[config.mk]
export PLATFORM = sky130hd
export DESIGN_NAME = uart_rx_deframer
export DESIGN_NICKNAME = d
export VERILOG_FILES = /design/src/rtl/uart_rx_deframer.sv
export SDC_FILE = /design/constraint.sdc
export NUM_CORES = 1
export LEC_CHECK = 0
export BUFFER_PORTS_ARGS = -buffer_cell sky130_fd_sc_hd__buf_2
export CORE_MARGIN = 5
export CORE_UTILIZATION = 60
export DETAILED_ROUTE_END_ITERATION = 8
export HOLD_SLACK_MARGIN = 0.03
export PLACE_DENSITY = 0.84
export SLEW_MARGIN = 5
export SYNTH_ARGS = -nofsm -noshare
export SYNTH_HDL_FRONTEND = slang
export SYNTH_SLANG_ARGS = --single-unit
export TNS_END_PERCENT = 30
[constraint.sdc]
create_clock -name clk -period 5.73 [get_ports clk]
set_clock_uncertainty 0.2 [all_clocks]
set_input_delay 0.573 -clock clk [delete_from_list [all_inputs] [get_ports clk]]
set_output_delay 0.573 -clock clk [all_outputs]
set_load 0.02 [all_outputs]
[src/rtl/uart_rx_deframer.sv]
// ============================================================================
// Module  : uart_rx_deframer
// Purpose : UART receive deframer. It takes mid-bit samples, detects the start
//           bit, assembles 5..MAX_W data bits and checks parity and the stop
//           bit. The word is held in a one-entry valid/ready output register.
// Rev     : 1.0  initial release
// ============================================================================
`default_nettype none

module uart_rx_deframer #(
    parameter int MAX_W = 8,
    parameter int MIN_W = 5,
    parameter int WLS_W = 2
) (
    input  logic             clk,
    input  logic             rst,
    input  logic             bit_stb,
    input  logic             rx_bit,
    input  logic [WLS_W-1:0] wls,
    input  logic             pen,
    input  logic             eps,
    output logic             out_valid,
    input  logic             out_ready,
    output logic [MAX_W-1:0] data_out,
    output logic             parity_err,
    output logic             frame_err,
    output logic             break_det,
    output logic             overrun,
    output logic             busy
);

    localparam int CNT_W = $clog2(MAX_W + 1);

    typedef enum logic [1:0] {
        IDLE   = 2'd0,
        DATA   = 2'd1,
        PARITY = 2'd2,
        STOP   = 2'd3
    } state_t;

    state_t           state;
    logic [MAX_W-1:0] shift_reg;
    logic [CNT_W-1:0] bit_cnt;
    logic [WLS_W-1:0] wls_l;
    logic             pen_l;
    logic             eps_l;
    logic             dpar;
    logic             par_bit;

    logic [CNT_W-1:0] len;
    logic [CNT_W-1:0] shamt;
    logic [MAX_W-1:0] word;
    logic             can_load;

    // Bits enter at the MSB, so a short word sits in the top of shift_reg
    // and is right-justified by shifting down by the unused width.
    always_comb begin
        len      = CNT_W'(MIN_W) + CNT_W'(wls_l);
        shamt    = CNT_W'(MAX_W) - len;
        word     = shift_reg >> shamt;
        can_load = ~out_valid | out_ready;
    end

    assign busy = (state != IDLE);

    always_ff @(posedge clk) begin
        if (rst) begin
            state      <= IDLE;
            shift_reg  <= '0;
            bit_cnt    <= '0;
            wls_l      <= '0;
            pen_l      <= 1'b0;
            eps_l      <= 1'b0;
            dpar       <= 1'b0;
            par_bit    <= 1'b0;
            out_valid  <= 1'b0;
            data_out   <= '0;
            parity_err <= 1'b0;
            frame_err  <= 1'b0;
            break_det  <= 1'b0;
            overrun    <= 1'b0;
        end else begin
            overrun <= 1'b0;
            if (out_valid && out_ready) begin
                out_valid <= 1'b0;
            end
            if (bit_stb) begin
                case (state)
                    IDLE: begin
                        if (!rx_bit) begin
                            state     <= DATA;
                            wls_l     <= wls;
                            pen_l     <= pen;
                            eps_l     <= eps;
                            shift_reg <= '0;
                            bit_cnt   <= '0;
                            dpar      <= 1'b0;
                            par_bit   <= 1'b0;
                        end
                    end
                    DATA: begin
                        shift_reg <= {rx_bit, shift_reg[MAX_W-1:1]};
                        dpar      <= dpar ^ rx_bit;
                        bit_cnt   <= bit_cnt + CNT_W'(1);
                        if (bit_cnt == len - CNT_W'(1)) begin
                            state <= pen_l ? PARITY : STOP;
                        end
                    end
                    PARITY: begin
                        par_bit <= rx_bit;
                        state   <= STOP;
                    end
                    STOP: begin
                        state <= IDLE;
                        if (can_load) begin
                            out_valid  <= 1'b1;
                            data_out   <= word;
                            // Even parity wants total XOR 0, odd wants 1.
                            parity_err <= pen_l & (dpar ^ par_bit ^ ~eps_l);
                            frame_err  <= ~rx_bit;
                            break_det  <= (word == '0) & ~rx_bit & (~par_bit | ~pen_l);
                        end else begin
                            overrun <= 1'b1;
                        end
                    end
                    default: state <= IDLE;
                endcase
            end
        end
    end

endmodule

`default_nettype wire

==> qor.yml <==
worst_hold_path:
  hold_depth: 2
  min_from: "data_out[6]"
  min_to: "data_out[6]"
  hold_path_class: "reg2reg"
floorplan:
  fp-row-count: 19
  die_area_um2: 4000
  ios: 23
  start_util_pct: 62.2
  die_w_um: 63.2
  core-area_um2: 2730
  fp.dieH_um: 63.2
sta:
  post-route-period-util_pct: 44.0
  worst_pin_slew_ps: 769
  finalMaxSlewViolations: 0
  slew_headroom_pct: 48.6
  fmaxAchievable_mhz: 397
  finalHoldViolCount: 0
  final.setup.tns_ps: 0
  finalCriticalPeriod_ps: 2520
  rsz0062_at_grt: "false"
  setup_viol: 0
drt:
  via_per_inst: 6.11
  routed_wl_um: 3580
  drc: 0
  wl_per_cell_um: 15.2
  antenna_left: 0
  dr.pass1.iters: 4
  via_count: 1441
  initialDrtViolationCount: 113
cells_and_area:
  fin_cells: 236
  fin_util_pct: 67.6
  synthToLayoutAreaGrowth_pct: 8.76
  drive_gt1_share_pct: 17.6
  nNetsFinal: 220
  diodes: 0
run_status:
  run_status: "finished, final reports clean"
run:
  drv_cap: 0
placement:
  io_buffers: 22
  gp_congestion: 0.816
  dp.cells: 228
  place_hpwl_um: 2570
global_routing:
  grt_overflow_total: 0
  antenna_found_initial: 0
  grt_max_degree: 36
  grt_first_pass_wirelength_um: 6250
  grt_pass1_vias: 1322
  grt_use_total_pct: 19.2
yosys:
  synthArstFlopShare_pct: 0
  seq_area_frac_synth_pct: 38.9
  syn-cell-area_um2: 1700
  netlist_instances: 186
  avgSynthCellArea_um2: 9.14
  synth-edff-count: 0
  synth_nets: 202
  ys_warn_count: 0
  synth.distinct_cells: 41
  ys_ff_latch: 33
  ys.flop_type: "dfxtp_1"
power:
  cellLeakagePower_nw: 0.772
  p_per_area_nw_per_um2: 228
  power_frac_comb_pct: 13.0
  p_int_w: 0.000300
  ir_drop_mv: 0.214
  clkPwrFrac_pct: 30.1
  p_seq_share_pct: 56.8
  p_sw_w: 0.000120
  swShare_pct: 28.6
critical_path:
  startpoint_type: "flop"
  reg2reg_from: "wls_l[0]"
  reg2reg_depth: 4
  r2r_end: "break_det"
  required_ps: 5820
  reg2reg_slack_ps: 3210
  worstSetupPathType: "reg2reg"
  cp-end-kind: "flop"
  cp_max_fo: 16
  worst_ep_arrival_time_ps: 2600
clock_network:
  cts.sinks: 33
  htreeDepth: 2
  post_cts_resized: 0
  numCtsBuffers: 5
  postCtsSetupRepairBufs: 0
  path_clk_slew_ps: 100
  clk_path_buf_depth: 2
  ctsHoldBuffers: 0
  cts_tree: "yes"
  clock_latency_ps: 330
  clockRootBuffer: "clkbuf_4"
how the worst max path moves through the flow:
stage	start	endpoint	slack, ps	cells past startpoint
after floorplan	wls_l[0]	break_det	3740	5
after global placement	wls_l[0]	break_det	3370	4
after detailed placement	wls_l[0]	break_det	3270	4
after CTS	wls_l[0]	break_det	3250	4
after global routing	wls_l[0]	state[0]	3040	6
final	wls_l[0]	break_det	3210	4
cells by family (layout without fill, tap and decap cells):
logic type / Yosys count / after routing / share of synthesized area [%]
AND/OR/NAND/NOR: 69 / 69 / 19.1
AO/OA/AOI/OAI: 43 / 43 / 17.5
flip-flops: 33 / 33 / 38.9
buffers and inverters: 16 / 35 / 4.34
multiplexers: 13 / 13 / 12.1
adder cells (fa/ha/maj): 7 / 7 / 5.15
XOR/XNOR: 5 / 5 / 3.02
synthesized netlist by cell type (all sizes together) (2+ instances only):
master	number	area, um2
o21ai	4	20.0
buf	5	31.3
a21oi	16	80.1
nand3b	2	15.0
clkbuf	6	23.8
o31ai	2	20.0
nand3	13	65.1
inv	5	18.8
ha	7	87.6
xnor2	3	33.8
a22oi	6	45.0
xor2	2	17.5
a32oi	3	26.3
mux2i	7	70.1
nand2	18	67.6
dfxtp	33	661
a211oi	3	22.5
nor3	4	20.0
and2	3	18.8
mux4	5	124
nor2b	5	31.3
nand2b	2	12.5
nor2	19	71.3
final cells by class:
| class | instances | area (um2) |
|---|---|---|
| Clock buffer | 5 | 37.5 |
| Clock inverter | 3 | 17.5 |
| Fill cell | 222 | 886 |
| Inverter | 5 | 18.8 |
| Multi-Input combinational cell | 137 | 965 |
| Sequential cell | 33 | 661 |
| Tap cell | 31 | 38.8 |
| Timing Repair Buffer | 22 | 110 |
placed cells by master (no fill, tap or decap), drive strengths merged, types with 5 or more instances in the layout:
cell type / instances
nand2: 18
mux4: 5
dfxtp: 33
ha: 7
mux2i: 7
nor2: 19
inv: 5
buf: 22
clkbuf: 5
nor2b: 5
a21oi: 16
a22oi: 6
nand3: 13
power by group through the flow:
| stage | Clock, W | Sequential (W) | Combinational [W] |
|---|---|---|---|
| floorplan | 0 | 0.000242 | 0.0000458 |
| global placement | 0 | 0.000244 | 0.0000521 |
| detailed placement | 0 | 0.000244 | 0.0000541 |
| CTS | 0.000130 | 0.000239 | 0.0000546 |
| global route | 0.000148 | 0.000240 | 0.0000615 |
| finish | 0.000127 | 0.000239 | 0.0000548 |
critical path: stages (launching register included):
cell and delay, ps:
dfxtp_1 660, ha_1 500, mux4_1 650, o31ai_2 260, a32o_1 180
per-stage QoR:
stage               total power, W  hold slack (ps)  worst slack, ps  area [um2]
floorplan                 0.000288              245             3740        1700
global placement          0.000296              239             3370        1790
detailed placement        0.000299              249             3270        1790
CTS                       0.000424              251             3250        1850
global route              0.000450              231             3040        1850
finish                    0.000421              258             3210        1850
per-layer routing:
| metal | global-route usage [%] | up-vias | part of all wire (%) |
|---|---|---|---|
| met5 | 0 | - | 0 |
| met4 | 4.42 | 0 | 0.70 |
| met3 | 6.57 | 3 | 6.5 |
| met2 | 31.3 | 45 | 48 |
| met1 | 24.4 | 683 | 44 |
| li1 | - | 710 | - |
Power figures use the tool's default switching activity.
